[config.mk]
export PLATFORM = sky130hd
export DESIGN_NAME = apb_arbiter
export DESIGN_NICKNAME = d
export VERILOG_FILES = /design/src/rtl/apb_arbiter.sv
export SDC_FILE = /design/constraint.sdc
export NUM_CORES = 1
export LEC_CHECK = 0
export ABC_CLOCK_PERIOD_IN_PS = 1500
export BUFFER_PORTS_ARGS = -buffer_cell sky130_fd_sc_hd__buf_2
export CORE_MARGIN = 3
export CORE_UTILIZATION = 25
export DETAILED_ROUTE_END_ITERATION = 16
export PLACE_DENSITY_LB_ADDON = 0.12
export RECOVER_POWER = 50
export SYNTH_ARGS = -nofsm -noshare
export SYNTH_HDL_FRONTEND = slang
export SYNTH_SLANG_ARGS = --single-unit
[constraint.sdc]
create_clock -name clk -period 1.5 [get_ports clk]
set_input_delay 0.15 -clock clk [delete_from_list [all_inputs] [get_ports clk]]
set_output_delay 0.15 -clock clk [all_outputs]
set_load 0.03 [all_outputs]
[src/rtl/apb_arbiter.sv]
// ============================================================================
// Module   : apb_arbiter
// Purpose  : Two-requester round-robin arbiter driving a single APB master
//            port (IDLE/SETUP/ACCESS, no wait states, registered outputs).
// Revision : 1.0 - initial release
// ============================================================================
`default_nettype none

module apb_arbiter #(
  parameter int ADDR_W = 8,
  parameter int DATA_W = 32
) (
  input  logic              clk,
  input  logic              rst_n,
  input  logic              req0,
  input  logic              req1,
  input  logic              wr0,
  input  logic              wr1,
  input  logic [ADDR_W-1:0] addr0,
  input  logic [ADDR_W-1:0] addr1,
  input  logic [DATA_W-1:0] wdata0,
  input  logic [DATA_W-1:0] wdata1,
  output logic              gnt0,
  output logic              gnt1,
  output logic              done0,
  output logic              done1,
  output logic [DATA_W-1:0] rdata0,
  output logic [DATA_W-1:0] rdata1,
  output logic [ADDR_W-1:0] paddr,
  output logic              pwrite,
  output logic              psel,
  output logic              penable,
  output logic [DATA_W-1:0] pwdata,
  input  logic [DATA_W-1:0] prdata
);

  typedef enum logic [1:0] {
    S_IDLE   = 2'd0,
    S_SETUP  = 2'd1,
    S_ACCESS = 2'd2
  } state_t;

  state_t              r_state;
  state_t              w_state_nxt;
  logic                w_grant;
  logic                w_complete;
  logic                w_elig0;
  logic                w_elig1;
  logic                w_any;
  logic                w_win;

  logic                r_last;
  logic                r_owner;
  logic                r_gnt0;
  logic                r_gnt1;
  logic                r_done0;
  logic                r_done1;
  logic [DATA_W-1:0]   r_rdata0;
  logic [DATA_W-1:0]   r_rdata1;
  logic [ADDR_W-1:0]   r_paddr;
  logic                r_pwrite;
  logic                r_psel;
  logic                r_penable;
  logic [DATA_W-1:0]   r_pwdata;

  // A requester still seeing its done pulse must not be re-granted this edge.
  assign w_elig0 = req0 & ~r_done0;
  assign w_elig1 = req1 & ~r_done1;
  assign w_any   = w_elig0 | w_elig1;
  assign w_win   = (w_elig0 & w_elig1) ? ~r_last : w_elig1;

  always_comb begin
    w_state_nxt = r_state;
    w_grant     = 1'b0;
    w_complete  = 1'b0;
    case (r_state)
      S_IDLE: begin
        if (w_any) begin
          w_state_nxt = S_SETUP;
          w_grant     = 1'b1;
        end
      end
      S_SETUP: begin
        w_state_nxt = S_ACCESS;
      end
      S_ACCESS: begin
        w_state_nxt = S_IDLE;
        w_complete  = 1'b1;
      end
      default: begin
        w_state_nxt = S_IDLE;
      end
    endcase
  end

  always_ff @(posedge clk or negedge rst_n) begin
    if (!rst_n) begin
      r_state <= S_IDLE;
    end else begin
      r_state <= w_state_nxt;
    end
  end

  always_ff @(posedge clk or negedge rst_n) begin
    if (!rst_n) begin
      r_last    <= 1'b1;
      r_owner   <= 1'b0;
      r_gnt0    <= 1'b0;
      r_gnt1    <= 1'b0;
      r_done0   <= 1'b0;
      r_done1   <= 1'b0;
      r_rdata0  <= '0;
      r_rdata1  <= '0;
      r_paddr   <= '0;
      r_pwrite  <= 1'b0;
      r_psel    <= 1'b0;
      r_penable <= 1'b0;
      r_pwdata  <= '0;
    end else begin
      r_done0 <= 1'b0;
      r_done1 <= 1'b0;
      if (w_grant) begin
        r_owner   <= w_win;
        r_last    <= w_win;
        r_paddr   <= w_win ? addr1  : addr0;
        r_pwrite  <= w_win ? wr1    : wr0;
        r_pwdata  <= w_win ? wdata1 : wdata0;
        r_psel    <= 1'b1;
        r_penable <= 1'b0;
        r_gnt0    <= ~w_win;
        r_gnt1    <= w_win;
      end else if (r_state == S_SETUP) begin
        r_penable <= 1'b1;
      end else if (w_complete) begin
        r_psel    <= 1'b0;
        r_penable <= 1'b0;
        r_gnt0    <= 1'b0;
        r_gnt1    <= 1'b0;
        r_done0   <= ~r_owner;
        r_done1   <= r_owner;
        if (!r_pwrite) begin
          if (r_owner) begin
            r_rdata1 <= prdata;
          end else begin
            r_rdata0 <= prdata;
          end
        end
      end
    end
  end

  assign gnt0    = r_gnt0;
  assign gnt1    = r_gnt1;
  assign done0   = r_done0;
  assign done1   = r_done1;
  assign rdata0  = r_rdata0;
  assign rdata1  = r_rdata1;
  assign paddr   = r_paddr;
  assign pwrite  = r_pwrite;
  assign psel    = r_psel;
  assign penable = r_penable;
  assign pwdata  = r_pwdata;

endmodule

`default_nettype wire

Word level (Yosys, flattened, before mapping) --
Index checks and enable logic that the tools add are counted.
Word-level totals: output and inout port bits 111, logic and storage cells 58, ROM bits 0, flip-flop bits (word level) 115, latch bits 0, memories 0, bits of input ports 118, RAM bits 0
Cells by class: bitwise operators 12, reduce and logical (&&, ||, !) cells 6, add/sub/neg operators 0, shifts and indexed selects 0, multiply operators 0, equal/unequal tests 4, div/mod/pow operators 0, $lt $le $gt $ge 0, multiplexer cells 22
Operators with widths (number):
- $mux 32 | 1
- $mux 1 | 18
- $reduce_and 5->1 | 2
- $mux 8 | 1
- $not 1->1 | 8
- $ne 2x2->1 const B | 2
- $pmux 2 s2 | 1
- $and 1x1->1 | 3
- $reduce_bool 3->1 | 1
- $eq 2x1->1 const B | 1
- $eq 2x2->1 const B | 1
- $logic_not 2->1 | 1
- $mux 2 | 1
- $reduce_and 2->1 | 1
- $reduce_bool 2->1 | 1
- $or 1x1->1 | 1

Longest topological paths before layout --
depth in word-level cells 7, depth in mapped cells 6, mapped depth without buffers 4

Worst setup path after synthesis --
OpenSTA, ideal clock, no wires.
path kind reg-to-reg, from reg r_done1 (netlist: done1), to reg r_paddr[0] (netlist: paddr[0]), stages on the path, launching flop included 6, library setup time 126 ps, required time 1374 ps, buffers on the path 2, path slack -200 ps, period minus slack after synthesis 1700 ps, data arrival time 1574 ps, path through dfrtp_1 -> nand2b_1 -> a211o_1 -> buf_6 -> buf_6 -> a221o_1
Between the ends: longest elaborated chain between the ends 5, elaborated cells between the ends (all ways) 8, classes of those cells mux (4); bitwise (4)
RTL lines:
- from (decl) | RTL line 57 | logic r_done1;
- from (signal assigned) | RTL line 140 | r_done1 <= r_owner;
- $not 1->1 (*) | RTL line 68 | assign w_elig1 = req1 & ~r_done1;
- $and 1x1->1 (*) | RTL line 68
- $and 1x1->1 / $or 1x1->1 (equally long branches) | RTL line 70, 69
- $mux 1 (on tied branches) | RTL line 70, 78
- $mux 8 / $mux 1 (equally long branches) | RTL line 125, 76
- to (signal assigned) | RTL line 125 | r_paddr <= w_win ? addr1 : addr0;
- to (decl) | RTL line 60 | logic [ADDR_W-1:0] r_paddr;
Every way passes the cells marked *; elsewhere a longest branch is shown, timed or not. A chain may end at the register's enable or synchronous reset.

Final worst setup path --
from reg r_done0 (netlist: done0), to reg r_pwdata[31] (netlist: pwdata[31])
Between the ends: longest elaborated chain between the ends 5, elaborated cells between the ends (all ways) 8, classes of those cells mux (4); bitwise (4)
RTL lines:
- from (decl) | RTL line 56 | logic r_done0;
- from (signal assigned) | RTL line 139 | r_done0 <= ~r_owner;
- $not 1->1 (*) | RTL line 67 | assign w_elig0 = req0 & ~r_done0;
- $and 1x1->1 (*) | RTL line 67
- $and 1x1->1 / $or 1x1->1 (equally long branches) | RTL line 70, 69
- $mux 1 (on tied branches) | RTL line 70, 78
- $mux 32 / $mux 1 (equally long branches) | RTL line 127, 76
- to (signal assigned) | RTL line 127 | r_pwdata <= w_win ? wdata1 : wdata0;
- to (decl) | RTL line 64 | logic [DATA_W-1:0] r_pwdata;
Marked as above.

==> results by group <==
Placement
  – Post-Place Worst Slack: -0.0909 ns
  – Buffers on Ports: about 230
  – Placed Area: 6320 µm²
  – GP Congestion: approximately 0.73
  – Post-DP HPWL: approximately 9400 µm

Status
  – Failing checks: negative setup slack
  – Status: complete, but fails checks

Yosys
  – Syn Area/Cell: 14.7 µm²
  – Asr flop ratio synth: 1.00
  – Netlist cell types: 25
  – Cell taking the most area after synthesis: dfrtp_1
  – Prevailing post-synth register cell: dfrtp_1
  – Synth Area in XOR/XNOR: 0
  – Synth cell count leaders: 114 x dfrtp_1, 60 x mux2_2, 41 x a221o_1, 41 x and3_1, 8 x clkbuf_1
  – Cells after synthesis: approximately 310
  – Most frequent cell after synthesis: dfrtp_1
  – Post-Syn Area: 4610 µm²
  – Number of synthesized register bits: 115
  – Post-synthesis mux area share: 0.156
  – Yosys top cell area share: 0.619
  – Main combinational cell family by area after synthesis: multiplexers
  – Mapped Nets: approximately 430
  – Compound-cell area share of the yosys netlist: 0.0972
  – Simple-gate share of the synthesized area: 0.0837
  – Synth warn: 0
  – Sequential fraction of the synthesis area: 0.625
  – Number of synthesized flops with an enable pin: 0
  – Adder-Cell Fraction of Synth Area: 0
  – Top post-synthesis cells by area: dfrtp_1 62%, mux2_2 15%, a221o_1 8.9%

Setup path
  – Worst path top cell family by delay: compound AO/OA/AOI/OAI gates
  – CP max stage delay: 0.40 ns
  – Critical Path RT: about 1.8 ns
  – Setup crit end kind: register
  – CP arrival: between 1.5 and 2 ns
  – Worst-path fanout max: 18
  – CP bufs+invs: 1
  – CP Class: reg2reg
  – CP Launch Type: register
  – Critical Path, Cell by Cell: nand2b_4 > a211o_4 > buf_12 > a221o_1
  – Slowest-stage cell, CP: dfrtp_2

Die
  – Die Wd: 142 µm
  – Std-Cell Rows: just under 50
  – IO Pins: 229
  – Core Area: 18000 µm²
  – Initial core utilization: 0.256
  – Die area: 20100 µm²
  – Die Span Y: around 140 µm

Cells and area
  – Layout cells sized above 1: 0.576
  – Diode count: 0
  – Fillers: 1707
  – Final nets: 773
  – Synthesis-to-layout area growth: 75.0%
  – Design area: 8060 µm²

Global routing
  – Vias in the first global route: ~4100
  – Total track usage: 0.139
  – Global-route wire length before repair: 21600 µm
  – Pin count of the biggest net entering global routing: 36
  – GRT overflow: 0
  – Initial antenna violation count: 1

STA
  – Setup Skew: 0.00766 ns
  – Final setup vio count: 41
  – Fin crit share: 1.06
  – Slew headroom: 0.580
  – Max Fclk: roughly 630 MHz
  – Min cycle time layout: 1.58 ns
  – Worst Tran Pin Value: 0.631 ns
  – RSZ-0062 raised after global routing: yes
  – Max Slew Vio Count: 0
  – Setup ws final: -0.0827 ns
  – Final hold vios: 0

Routing
  – Drt drc: 0
  – Initial drt markers: ~160
  – Post-route antenna net violation count: 0
  – Routed WL: 14900 µm
  – Vias per inst: 4.43
  – Vias: 3974
  – DR pass1 iterations: 4
  – Routed wire length per instance: 16.6 µm

Clocking
  – H-Tree Depth: 4
  – Clock sinks: 115
  – Clock latency on the worst-skew pair: 0.41 ns
  – Clock tree from TritonCTS: done
  – Root Driver: clkbuf_16
  – Max clock buf depth: 2
  – Clock-pin slew on the worst setup and hold paths: 0.06 ns
  – Total CTS buffers: 17

Power and ir drop
  – VDD IR max: 0.00117 V
  – Power Dens Cells: 2370 nW/µm²
  – Pleak: 4.06 nW

Flow run
  – Total of max-cap violations: 0

Min path
  – Min-Delay Path Class: in2reg
layout by cell type, fill, tap and decap left out, drive strengths merged, types with 2 or more instances in the layout:
cell | netlist | layout
buf | 15 | 259
bufinv | 0 | 3
dlygate4sd3 | 0 | 74
clkinv | 0 | 6
nand2 | 3 | 3
o21ai | 3 | 3
mux2 | 64 | 64
nor2 | 4 | 4
inv | 6 | 6
dfrtp | 114 | 114
clkbuf | 8 | 35
a221o | 41 | 41
and3 | 41 | 41
nand2b | 3 | 3
nor3 | 2 | 2
power by group:
part / leakage (nW) / switching (mW) / internal (mW)
logic: 2.37 / 5.42 / 4.14
registers: 1.40 / 0.874 / 4.67
clock network: 0.294 / 1.36 / 2.68
final timing paths:
path / start / end / slack [ns] / cells past startpoint
worst max register to register: done0 / pwdata[31] / -0.08 / 4
min in group asynchronous: rst_n / rdata0[1] / 0.30 / 2
worst min register to register: psel / psel / 0.47 / 2
worst min-delay path: wdata1[0] / pwdata[0] / 0.06 / 3
worst max-delay path: done0 / pwdata[31] / -0.08 / 4
max in group asynchronous: rst_n / rdata0[13] / 0.28 / 3
final cells by class:
cell class | count | area [µm²] | area share
Clock buffer | 22 | 464 | 0.0576
Clock inverter | 10 | 131 | 0.0163
Inverter | 6 | 22.5 | 0.00279
Multi-Input combinational cell | 169 | 1840 | 0.228
Sequential cell | 115 | 2880 | 0.358
Tap cell | 229 | 287 | 0.0355
Timing Repair Buffer | 346 | 2440 | 0.303
what timing repair did:
action	4_1_cts	5_1_grt
resized for setup	15	35
pin swaps	0	7
gates cloned	2	5
setup buffers	5	6
endpoints found under the hold margin	181	0
hold buffers	74	0
endpoints found under the setup margin	73	108
stage by stage:
step / hold WS, ns / utilization / total power, mW / instances / setup TNS (ns)
finish: 0.0632 / 0.447 / 19.1 / 897 / -1.98
global route: 0.0571 / 0.447 / 20.1 / 897 / -3.89
CTS: 0.0394 / 0.433 / 18.8 / 886 / -1.35
detailed placement: 0.0936 / 0.351 / 14.2 / 774 / -1.84
global placement: 0.0880 / 0.351 / 14.1 / 774 / -0.300
floorplan: -0.146 / - / 11.4 / 313 / -4.49
worst min-delay path: cells and delay by family:
family,cells,cell delay (ns)
AOI/OAI and AO/OA,1,0.09
and+or+nand+nor,1,0.13
buffers and inverters,1,0.07
state kept, by name (all words and copies together) (netlist names):
| signal | cells |
|---|---|
| penable | 1 |
| gnt1 | 1 |
| gnt0 | 1 |
| pwdata | 32 |
| r_owner | 1 |
| r_state | 2 |
| rdata1 | 32 |
| done0 | 1 |
| psel | 1 |
| r_last | 1 |
| pwrite | 1 |
| paddr | 8 |
| done1 | 1 |
| rdata0 | 32 |
kinds of logic (layout without fill, tap and decap cells):
logic type,Yosys count,after routing
DFF,115,115
and+or+nand+nor,58,58
AOI/OAI and AO/OA,47,47
muxes,64,64
buffers and inverters,29,384
layer usage:
metal	GRT usage	share of wire
met1	0.170	0.43
met2	0.228	0.48
met3	0.0462	0.076
met4	0.0515	0.014
met5	0	0.00047
(Power assumes the default switching activity.)
